File: config.mk
export PLATFORM = sky130hd
export DESIGN_NAME = pcie_cpl_timeout_tracker
export DESIGN_NICKNAME = d
export VERILOG_FILES = /design/src/rtl/pcie_cto_pkg.sv /design/src/rtl/pcie_cto_tag_timer.sv /design/src/rtl/pcie_cpl_timeout_tracker.sv
export SDC_FILE = /design/constraint.sdc
export NUM_CORES = 1
export LEC_CHECK = 0
export CORE_ASPECT_RATIO = 1.2
export CORE_MARGIN = 4
export CORE_UTILIZATION = 65
export CTS_CLUSTER_DIAMETER = 150
export DETAILED_ROUTE_END_ITERATION = 16
export PLACE_DENSITY = 0.95
export SETUP_SLACK_MARGIN = 0.4
export SLEW_MARGIN = 0
export SYNTH_ARGS = -nofsm -noshare
export SYNTH_HDL_FRONTEND = slang
export SYNTH_SLANG_ARGS = --single-unit
File: constraint.sdc
create_clock -name clk -period 7.7 [get_ports clk]
set_input_delay 0.77 -clock clk [delete_from_list [all_inputs] [get_ports clk]]
set_output_delay 0.77 -clock clk [all_outputs]
set_load 0.02 [all_outputs]
File: src/rtl/pcie_cto_pkg.sv
`default_nettype none
// ============================================================================
// Module   : pcie_cto_pkg
// Purpose  : Shared definitions for the PCIe completion-timeout tracker:
//            the per-tag state encoding, the four completion-timeout range
//            values (in timer ticks) and the select-to-range lookup.
// Ports    : none (package)
// Revision : 1.0 - initial release
// ============================================================================
package pcie_cto_pkg;

    // Lifecycle of one request tag.
    typedef enum logic [1:0] {
        TAG_IDLE    = 2'd0,
        TAG_ACTIVE  = 2'd1,
        TAG_EXPIRED = 2'd2
    } tag_state_e;

    // Width of the range constants; a tag timer must be at least this wide.
    localparam int RANGE_W = 16;

    localparam logic [RANGE_W-1:0] RANGE_SEL0 = 16'h1000;
    localparam logic [RANGE_W-1:0] RANGE_SEL1 = 16'h2000;
    localparam logic [RANGE_W-1:0] RANGE_SEL2 = 16'h4000;
    localparam logic [RANGE_W-1:0] RANGE_SEL3 = 16'h8000;

    // Map the 2-bit timeout_select code onto a tick count.
    function automatic logic [RANGE_W-1:0] range_ticks(input logic [1:0] sel);
        logic [RANGE_W-1:0] ticks;
        case (sel)
            2'd0:    ticks = RANGE_SEL0;
            2'd1:    ticks = RANGE_SEL1;
            2'd2:    ticks = RANGE_SEL2;
            default: ticks = RANGE_SEL3;
        endcase
        return ticks;
    endfunction

endpackage
`default_nettype wire

File: src/rtl/pcie_cto_tag_timer.sv
`default_nettype none
// ============================================================================
// Module   : pcie_cto_tag_timer
// Purpose  : State and countdown timer for a single request tag.
//            IDLE -> ACTIVE on alloc (timer loaded from sel),
//            ACTIVE -> IDLE on cpl_free, ACTIVE -> EXPIRED when a tick
//            arrives with the timer at 1, EXPIRED -> IDLE on rpt_ack.
// Ports    : clk, rst_n   - clock, asynchronous active-low reset
//            alloc        - this tag is granted to a new request this cycle
//            sel          - timeout range select, sampled with alloc
//            tick         - prescaled timer tick
//            cpl_free     - final completion addressed to this tag
//            rpt_ack      - this tag's timeout report was accepted
//            state        - current tag state (tag_state_e encoding)
// Revision : 1.0 - initial release
// ============================================================================
module pcie_cto_tag_timer
    import pcie_cto_pkg::*;
#(
    parameter int CNT_W = 16
) (
    input  logic       clk,
    input  logic       rst_n,
    input  logic       alloc,
    input  logic [1:0] sel,
    input  logic       tick,
    input  logic       cpl_free,
    input  logic       rpt_ack,
    output logic [1:0] state
);

    tag_state_e       r_state;
    tag_state_e       w_state_nxt;
    logic [CNT_W-1:0] r_timer;
    logic [CNT_W-1:0] w_timer_nxt;

    always_ff @(posedge clk or negedge rst_n) begin
        if (!rst_n) begin
            r_state <= TAG_IDLE;
            r_timer <= '0;
        end else begin
            r_state <= w_state_nxt;
            r_timer <= w_timer_nxt;
        end
    end

    always_comb begin
        w_state_nxt = r_state;
        w_timer_nxt = r_timer;
        case (r_state)
            TAG_IDLE: begin
                if (alloc) begin
                    w_state_nxt = TAG_ACTIVE;
                    w_timer_nxt = CNT_W'(range_ticks(sel));
                end
            end
            TAG_ACTIVE: begin
                // The final completion is checked before the tick so that a
                // completion landing on the expiry cycle frees the tag
                // instead of producing a spurious timeout report.
                if (cpl_free) begin
                    w_state_nxt = TAG_IDLE;
                    w_timer_nxt = '0;
                end else if (tick) begin
                    if (r_timer == CNT_W'(1)) begin
                        w_state_nxt = TAG_EXPIRED;
                        w_timer_nxt = '0;
                    end else begin
                        w_timer_nxt = r_timer - CNT_W'(1);
                    end
                end
            end
            TAG_EXPIRED: begin
                // Only the report acceptance releases an expired tag; late
                // completions are flagged at the top level but ignored here.
                if (rpt_ack) begin
                    w_state_nxt = TAG_IDLE;
                end
            end
            default: begin
                w_state_nxt = TAG_IDLE;
                w_timer_nxt = '0;
            end
        endcase
    end

    assign state = r_state;

endmodule
`default_nettype wire

File: src/rtl/pcie_cpl_timeout_tracker.sv
`default_nettype none
// ============================================================================
// Module   : pcie_cpl_timeout_tracker
// Purpose  : Allocates tags to outstanding PCIe non-posted requests, runs a
//            per-tag completion timeout and reports expired tags.
// Ports    : clk, rst_n       - clock, asynchronous active-low reset
//            timeout_select   - range select sampled for the granted tag
//            req_valid/ready  - tag request handshake
//            req_tag          - lowest free tag (valid with req_ready)
//            cpl_valid/tag/last - completion notification from RX routing
//            to_valid/tag/ready - timeout report handshake (lowest expired)
//            unexp_cpl        - registered pulse: completion to IDLE/EXPIRED
//            outstanding      - registered count of non-IDLE tags
// Revision : 1.0 - initial release
// ============================================================================
module pcie_cpl_timeout_tracker
    import pcie_cto_pkg::*;
#(
    parameter int NUM_TAGS = 8,
    parameter int TAG_W    = 3,
    parameter int CNT_W    = 16,
    parameter int TICK_DIV = 16
) (
    input  logic             clk,
    input  logic             rst_n,
    input  logic [1:0]       timeout_select,
    input  logic             req_valid,
    output logic             req_ready,
    output logic [TAG_W-1:0] req_tag,
    input  logic             cpl_valid,
    input  logic [TAG_W-1:0] cpl_tag,
    input  logic             cpl_last,
    output logic             to_valid,
    output logic [TAG_W-1:0] to_tag,
    input  logic             to_ready,
    output logic             unexp_cpl,
    output logic [TAG_W:0]   outstanding
);

    localparam int OUT_W = TAG_W + 1;

    logic                w_tick;
    logic [1:0]          w_state [NUM_TAGS];
    logic [NUM_TAGS-1:0] w_idle;
    logic [NUM_TAGS-1:0] w_active;
    logic [NUM_TAGS-1:0] w_expired;
    logic [NUM_TAGS-1:0] w_alloc;
    logic [NUM_TAGS-1:0] w_cpl_free;
    logic [NUM_TAGS-1:0] w_rpt_ack;
    logic [TAG_W-1:0]    w_req_tag;
    logic [TAG_W-1:0]    w_to_tag;
    logic                w_req_ready;
    logic                w_to_valid;
    logic                w_fire;
    logic [OUT_W-1:0]    w_busy_count;
    logic                r_unexp_cpl;
    logic [OUT_W-1:0]    r_outstanding;

    // ------------------------------------------------------------------
    // Free-running tick prescaler: ticks on the cycle it wraps.
    // ------------------------------------------------------------------
    generate
        if (TICK_DIV <= 1) begin : g_tick_every_cycle
            assign w_tick = 1'b1;
        end else begin : g_tick_prescaler
            localparam int PRE_W = $clog2(TICK_DIV);
            localparam logic [PRE_W-1:0] PRE_LAST = PRE_W'(TICK_DIV - 1);

            logic [PRE_W-1:0] r_prescale;

            always_ff @(posedge clk or negedge rst_n) begin
                if (!rst_n) begin
                    r_prescale <= '0;
                end else if (r_prescale == PRE_LAST) begin
                    r_prescale <= '0;
                end else begin
                    r_prescale <= r_prescale + PRE_W'(1);
                end
            end

            assign w_tick = (r_prescale == PRE_LAST);
        end
    endgenerate

    // ------------------------------------------------------------------
    // Per-tag state machines and their decoded control strobes.
    // ------------------------------------------------------------------
    generate
        for (genvar gi = 0; gi < NUM_TAGS; gi++) begin : g_tag
            assign w_idle[gi]     = (w_state[gi] == TAG_IDLE);
            assign w_active[gi]   = (w_state[gi] == TAG_ACTIVE);
            assign w_expired[gi]  = (w_state[gi] == TAG_EXPIRED);
            assign w_alloc[gi]    = w_fire & (w_req_tag == TAG_W'(gi));
            assign w_cpl_free[gi] = cpl_valid & cpl_last & (cpl_tag == TAG_W'(gi));
            assign w_rpt_ack[gi]  = w_to_valid & to_ready & (w_to_tag == TAG_W'(gi));

            pcie_cto_tag_timer #(
                .CNT_W (CNT_W)
            ) u_tag_timer (
                .clk      (clk),
                .rst_n    (rst_n),
                .alloc    (w_alloc[gi]),
                .sel      (timeout_select),
                .tick     (w_tick),
                .cpl_free (w_cpl_free[gi]),
                .rpt_ack  (w_rpt_ack[gi]),
                .state    (w_state[gi])
            );
        end
    endgenerate

    // ------------------------------------------------------------------
    // Lowest-index priority encoders for the free tag and the expired tag.
    // Scanning downward lets the lowest matching index be written last.
    // Both read registered tag state only, so a tag released this cycle
    // becomes visible to allocation on the following cycle.
    // ------------------------------------------------------------------
    always_comb begin
        w_req_tag = '0;
        w_to_tag  = '0;
        for (int i = NUM_TAGS - 1; i >= 0; i--) begin
            if (w_idle[i]) begin
                w_req_tag = TAG_W'(i);
            end
            if (w_expired[i]) begin
                w_to_tag = TAG_W'(i);
            end
        end
    end

    assign w_req_ready = |w_idle;
    assign w_to_valid  = |w_expired;
    assign w_fire      = req_valid & w_req_ready;

    // ------------------------------------------------------------------
    // Population count of tags that are not IDLE.
    // ------------------------------------------------------------------
    always_comb begin
        w_busy_count = '0;
        for (int i = 0; i < NUM_TAGS; i++) begin
            if (!w_idle[i]) begin
                w_busy_count = w_busy_count + OUT_W'(1);
            end
        end
    end

    // ------------------------------------------------------------------
    // Registered status outputs. A completion aimed at a tag that is not
    // waiting for one (IDLE or already EXPIRED) is flagged a cycle later.
    // ------------------------------------------------------------------
    always_ff @(posedge clk or negedge rst_n) begin
        if (!rst_n) begin
            r_unexp_cpl   <= 1'b0;
            r_outstanding <= '0;
        end else begin
            r_unexp_cpl   <= cpl_valid & ~w_active[cpl_tag];
            r_outstanding <= w_busy_count;
        end
    end

    assign req_ready   = w_req_ready;
    assign req_tag     = w_req_tag;
    assign to_valid    = w_to_valid;
    assign to_tag      = w_to_tag;
    assign unexp_cpl   = r_unexp_cpl;
    assign outstanding = r_outstanding;

endmodule
`default_nettype wire
Yosys cells after proc, flatten, opt, wreduce, memory -nomap -nowiden:

Index checks and enable logic that the tools add are counted.

* register bits after elaboration: 153
* output and inout port bits: 13
* input bits: 11
* word-level logic and storage cells: 299

* equality and inequality tests: 80
* reduce and logical (&&, ||, !) cells: 30
* multiplexer cells: 116
* order comparisons: 1
* bitwise logic cells: 37
* $add $sub $neg: 16

Operator list (number)
* two-way mux 16 bit: 32
* case mux 16 bit (3 select lines): 9
* == test 16 x 1 -> 1 bit (second input constant): 8
* subtractor 16 x 1 -> 16 bit (second input constant): 8
* two-way mux 2 bit: 40
* two-way mux 3 bit: 16
* != test 3 x 1 -> 1 bit (second input constant): 16
* case mux 2 bit (3 select lines): 8
* == test 3 bit (second input constant): 12
* adder 4 x 1 -> 4 bit (second input constant): 8
* two-way mux 4 bit: 8
* != test 2 x 1 -> 1 bit (second input constant): 16
* AND reduction 4 bit: 8
* AND 1 bit: 28
* AND reduction 3 bit: 8
* == test 2 x 1 -> 1 bit (second input constant): 9
* == test 2 bit (second input constant): 9
* == test 3 x 2 -> 1 bit (second input constant): 6
* logical NOT 2 bit: 9
* OR reduction 8 bit: 2
* == test 3 x 1 -> 1 bit (second input constant): 3
* logical NOT 3 bit: 3
* inverter 1 bit: 9
* == test 4 bit (second input constant): 1
* 3 further kinds: 4

Longest topological paths before layout:

* word-level depth: 16
* gate-level depth with buffers: 19
* depth with buffers taken out: 17

By module:

From an unflattened synthesis, not the netlist that was laid out.

* cells, all modules: 1214
* area, all modules: 10928.0 um^2

Modules (own cells, without submodules)
* pcie_cto_tag_timer at g_tag[0].u_tag_timer ...: times used 7, cells each 129, area each 1196.1 um^2
* pcie_cpl_timeout_tracker: times used 1, cells each 194, area each 1455.1 um^2
* pcie_cto_tag_timer at g_tag[7].u_tag_timer: times used 1, cells each 117, area each 1099.8 um^2

Worst setup path after synthesis:

No wires, ideal clock.

* path kind: register to register
* from: register g_tag[0].u_tag_timer.r_state[0]
* to: register r_outstanding[2] (netlist: outstanding[2])
* library setup time: 0.132 ns
* stages on the path, launching flop included: 19
* clock period less this slack: 4.096 ns
* data arrival time: 3.965 ns
* slack: 3.604 ns
* path through: dfrtp_1 > buf_2 > nor2_1 > inv_1 > ha_1 > clkbuf_1 > xnor3_1 > inv_1 > ha_1 > xnor2_1 > nor3_1 > a211o_1 > ha_1 > mux2_2 > ha_1 > o21ai_0 > xor2_1 > xnor2_1 > xnor2_1

* cells in the longest elaborated chain, start to end: 16

RTL lines
* start: declaration: line pcie_cto_tag_timer.sv:32 `tag_state_e r_state;`
* start signal: assignment: line pcie_cto_tag_timer.sv:42 `r_state <= w_state_nxt;`
* logical NOT 2 bit (*): line pcie_cpl_timeout_tracker.sv:90 `assign w_idle[gi] = (w_state[gi] == TAG_IDLE);`
* two-way mux 1 bit (*): line pcie_cpl_timeout_tracker.sv:141 `if (!w_idle[i]) begin`
* adder 4 x 1 -> 4 bit: line pcie_cpl_timeout_tracker.sv:142 `w_busy_count = w_busy_count + OUT_W'(1);`
* two-way mux 4 bit (*): line pcie_cpl_timeout_tracker.sv:141
* adder 4 x 1 -> 4 bit: line pcie_cpl_timeout_tracker.sv:142
* two-way mux 4 bit (*): line pcie_cpl_timeout_tracker.sv:141
* adder 4 x 1 -> 4 bit: line pcie_cpl_timeout_tracker.sv:142
* two-way mux 4 bit (*): line pcie_cpl_timeout_tracker.sv:141
* adder 4 x 1 -> 4 bit: line pcie_cpl_timeout_tracker.sv:142
* two-way mux 4 bit (*): line pcie_cpl_timeout_tracker.sv:141
* adder 4 x 1 -> 4 bit: line pcie_cpl_timeout_tracker.sv:142
* two-way mux 4 bit (*): line pcie_cpl_timeout_tracker.sv:141
* adder 4 x 1 -> 4 bit: line pcie_cpl_timeout_tracker.sv:142
* two-way mux 4 bit (*): line pcie_cpl_timeout_tracker.sv:141
* adder 4 x 1 -> 4 bit: line pcie_cpl_timeout_tracker.sv:142
* two-way mux 4 bit (*): line pcie_cpl_timeout_tracker.sv:141
* via w_busy_count[2]: line pcie_cpl_timeout_tracker.sv:55 `logic [OUT_W-1:0] w_busy_count;`
* end signal: assignment: line pcie_cpl_timeout_tracker.sv:157 `r_outstanding <= w_busy_count;`
* end: declaration: line pcie_cpl_timeout_tracker.sv:57 `logic [OUT_W-1:0] r_outstanding;`

The timed path passes the listed nets; every way through them passes the cells marked *.
A chain may end at the register's enable or synchronous reset.

Worst setup path in the final report:

* from: register g_tag[1].u_tag_timer.r_state[0]
* to: register r_outstanding[2] (netlist: outstanding[2])

* cells in the longest elaborated chain, start to end: 14

RTL lines (line)
* start: declaration: pcie_cto_tag_timer.sv:32
* start signal: assignment: pcie_cto_tag_timer.sv:42
* logical NOT 2 bit (*): pcie_cpl_timeout_tracker.sv:90
* two-way mux 4 bit (*): pcie_cpl_timeout_tracker.sv:141
* adder 4 x 1 -> 4 bit: pcie_cpl_timeout_tracker.sv:142
* two-way mux 4 bit (*): pcie_cpl_timeout_tracker.sv:141
* adder 4 x 1 -> 4 bit: pcie_cpl_timeout_tracker.sv:142
* two-way mux 4 bit (*): pcie_cpl_timeout_tracker.sv:141
* adder 4 x 1 -> 4 bit: pcie_cpl_timeout_tracker.sv:142
* two-way mux 4 bit (*): pcie_cpl_timeout_tracker.sv:141
* adder 4 x 1 -> 4 bit: pcie_cpl_timeout_tracker.sv:142
* two-way mux 4 bit (*): pcie_cpl_timeout_tracker.sv:141
* adder 4 x 1 -> 4 bit: pcie_cpl_timeout_tracker.sv:142
* two-way mux 4 bit (*): pcie_cpl_timeout_tracker.sv:141
* adder 4 x 1 -> 4 bit: pcie_cpl_timeout_tracker.sv:142
* two-way mux 4 bit (*): pcie_cpl_timeout_tracker.sv:141
* via w_busy_count[2]: pcie_cpl_timeout_tracker.sv:55

Marked as above.

==> metrics.txt <==
outcome finished, final reports clean; normalized max-slew margin 39.3%; required time worst endpoint 8.00 ns; via count of the first global-routing pass 8438; capturing point of the worst reg2reg path outstanding[2]$_DFF_PN0_; setup repair after global routing missed its margin false; number of flops mapped to enable cells by yosys 0; worst reg2reg path depth 16; setup TNS 0 ns; IO Port Bufs 23; average cell area after synthesis 8.18 um^2; # nets final 1186; CTS sink count 153; Primary FF master, synth sky130_fd_sc_hd__dfrtp_1; Netlist Area Pre-Place 9410 um^2; first-iteration detailed-routing DRC count 1006; crit share post-route 57.0%; PostCTS Resize Cnt 0; number of maximum-capacitance constraint violations 0; number of instances in the synthesized netlist 1150; routed vias/inst 6.75; post-synthesis share of cell area spent on full adders, half adders and majority gates 2.93%; clock transition at the register clock pins on the worst setup and hold paths after CTS 0.06 ns; max frequency 228 MHz; count of endpoints failing hold in the final timing report 0; crit path setup slack, layout 3.31 ns; clock tree buffer depth 2; cell type contributing the most total cell area after synthesis sky130_fd_sc_hd__dfrtp_1; IO Pins 24; fraction of the mapped netlist area in simple logic gates 25.8%; number of search-and-repair iterations in the first detailed-routing pass 9; core region area 14000 um^2; total routed wirelength 23400 um; main combinational cell family by area after synthesis simple AND/OR/NAND/NOR gates; most used standard cell by instance count after synthesis sky130_fd_sc_hd__o21ai_0; power per standard cell area 477 nW/um^2; Via Count 9028; root buf cell sky130_fd_sc_hd__clkbuf_16; Worst Setup Slack post-DPL 3.42 ns; FF+latch count, synth 153; post-synthesis compound-gate area fraction 22.8%; Synthesized Nets 1183; count of standard-cell rows 47; Placer Congestion 0.953; CTS tree yes; height of the chip 140 um; DP Wirelength 15600 um; Post-CTS Repair Setup Buffers 0; count of yosys warnings during synthesis 0; Hold-fix buffers, CTS 0; kind of capture point of the worst setup path register; sequential share of the synthesized area 40.7%; arrival time at the worst endpoint 4.69 ns; Inserted Diodes 0; Crit Reg-Reg Startpoint g_tag[1].u_tag_timer.state[0]$_DFFE_PN0P_; area share of the largest cell type after synthesis 40.7%; H-tree depth reported by CTS 4; element type at the critical path start register; fraction of synthesized area in multiplexers 1.42%; top cell types by occurrence after synthesis sky130_fd_sc_hd__o21ai_0, sky130_fd_sc_hd__nor2_1, sky130_fd_sc_hd__dfrtp_1, sky130_fd_sc_hd__nand2_1, sky130_fd_sc_hd__a21oi_1; number of library cell types mapped by synthesis 71; worst reg2reg setup slack 3.31 ns; initial standard-cell utilization of the core 67.2%; critical path start-end classification register to register; Least-Margin Pin Slew 0.911 ns; Remaining Overflow, GRT 0; share of final-layout standard cells stronger than drive strength 1 6.60%; P&R area growth vs syn 10.0%; maximum fanout along the worst path 11; share of flip-flops with an asynchronous set or reset 100%; initial antenna violation count 0; die area 16500 um^2; leakage 4.48 nW; Total Routing Usage GR 29.1%; cell types occupying the most area after synthesis sky130_fd_sc_hd__dfrtp_1, sky130_fd_sc_hd__o21ai_0, sky130_fd_sc_hd__nor2_1; TritonCTS buffer count 17; maximum number of pins on one net before global-route repair 84; launching element of the worst setup path g_tag[1].u_tag_timer.state[0]$_DFFE_PN0P_; clock latency on the worst-skew pair 0.43 ns; post-route cell area 10300 um^2; post-layout utilization of the core 73.9%; fraction of synthesized cell area in xor and xnor cells 2.57%; first-pass GRT wire length 40300 um; worst vdd ir 0.233 mV; drt drc 0; number of slew-limit violations in the final report 0; horizontal die dimension 118 um; Worst Clk Skew 0.00858 ns; post-layout minimum cycle time 4.39 ns; final number of setup-violating endpoints 0; routed wirelength normalized by instance count 17.5 um; min-delay worst type input pin to asynchronous set/reset pin; antenna viol nets, final 0; Post-DP Area 9690 um^2
==> power by group <==
part / switching [mW] / total (mW) / internal [mW]
Clock: 0.333 / 0.934 / 0.600
Sequential: 0.311 / 1.41 / 1.10
Combinational: 1.59 / 2.59 / 1.01
Total: 2.23 / 4.94 / 2.70
==> cells by family (layout without fill, tap and decap cells) <==
group,after synthesis,in the layout
flip-flops,153,153
adder cells (fa/ha/maj),22,22
XOR/XNOR,26,26
AND/OR/NAND/NOR,500,500
multiplexers,10,10
AO/OA/AOI/OAI,360,360
buffers and inverters,79,95
==> flip-flops by register name, indices dropped and copies added (netlist names) <==
name                         cells
outstanding                      4
g_tag.u_tag_timer.state         16
g_tick_prescaler.r_prescale      4
g_tag.u_tag_timer.r_timer      128
unexp_cpl                        1
==> how the worst max path moves through the flow <==
stage / end / slack, ns / depth (start not counted)
after floorplan: outstanding[2]$_DFF_PN0_ / 3.60 / 18
after global placement: outstanding[2]$_DFF_PN0_ / 3.54 / 16
after detailed placement: outstanding[2]$_DFF_PN0_ / 3.42 / 16
after CTS: outstanding[2]$_DFF_PN0_ / 3.37 / 16
after global routing: outstanding[2]$_DFF_PN0_ / 3.03 / 16
final: outstanding[2]$_DFF_PN0_ / 3.31 / 16
==> worst max-delay path: stages (launching register included) <==
cell	delay (ns)
sky130_fd_sc_hd__dfrtp_1	0.51
sky130_fd_sc_hd__nor2_1	0.31
sky130_fd_sc_hd__inv_1	0.17
sky130_fd_sc_hd__ha_1	0.50
sky130_fd_sc_hd__xnor3_1	0.53
sky130_fd_sc_hd__inv_1	0.10
sky130_fd_sc_hd__ha_1	0.23
sky130_fd_sc_hd__xnor2_1	0.15
sky130_fd_sc_hd__nor3_1	0.06
sky130_fd_sc_hd__a211o_1	0.37
sky130_fd_sc_hd__ha_1	0.34
sky130_fd_sc_hd__mux2_2	0.28
sky130_fd_sc_hd__ha_1	0.19
sky130_fd_sc_hd__o21ai_0	0.09
sky130_fd_sc_hd__xor2_1	0.19
sky130_fd_sc_hd__xnor2_1	0.09
sky130_fd_sc_hd__xnor2_1	0.14
==> routing by layer <==
layer	up-vias	wire length [um]	track usage, %
li1	4134	-	-
met1	4282	9330	38.1
met2	516	11200	46.3
met3	96	1990	6.21
met4	0	873	14.2
met5	-	0	0
==> stage by stage <==
| step | hold slack, ns | cells | power, mW |
|---|---|---|---|
| floorplan | 0.437 | 1150 | 3.32 |
| global placement | 0.461 | 1305 | 3.78 |
| detailed placement | 0.468 | 1305 | 3.91 |
| CTS | 0.411 | 1337 | 4.89 |
| global route | 0.432 | 1337 | 5.35 |
| finish | 0.378 | 1337 | 4.94 |
==> cell type report <==
class,count,area (um^2)
clock inverter,11,191
inverter,31,116
timing repair buffer,32,299
tap,171,214
multi-input combinational,918,5230
fill,960,3650
clock buffer,21,470
sequential,153,3830
==> placed cells by master (no fill, tap or decap), types with 8 or more instances in the layout <==
cell                                n
sky130_fd_sc_hd__a21oi_1           52
sky130_fd_sc_hd__a31oi_1           10
sky130_fd_sc_hd__buf_4              9
sky130_fd_sc_hd__clkbuf_16         17
sky130_fd_sc_hd__clkdlybuf4s50_1   22
sky130_fd_sc_hd__dfrtp_1          153
sky130_fd_sc_hd__ha_1              22
sky130_fd_sc_hd__inv_1             31
sky130_fd_sc_hd__nand2_1           96
sky130_fd_sc_hd__nand2b_1          27
sky130_fd_sc_hd__nand3_1           18
sky130_fd_sc_hd__nor2_1           183
sky130_fd_sc_hd__nor2b_1           19
sky130_fd_sc_hd__nor3_1            40
sky130_fd_sc_hd__nor4_1            12
sky130_fd_sc_hd__o21ai_0          187
sky130_fd_sc_hd__o22ai_1           14
sky130_fd_sc_hd__o31ai_1           25
sky130_fd_sc_hd__o41ai_1           13
sky130_fd_sc_hd__or2_2             22
sky130_fd_sc_hd__or3_1             32
sky130_fd_sc_hd__or4_1              8
sky130_fd_sc_hd__xnor2_1           17
sky130_fd_sc_hd__xor2_1             8
Power figures use the tool's default switching activity.
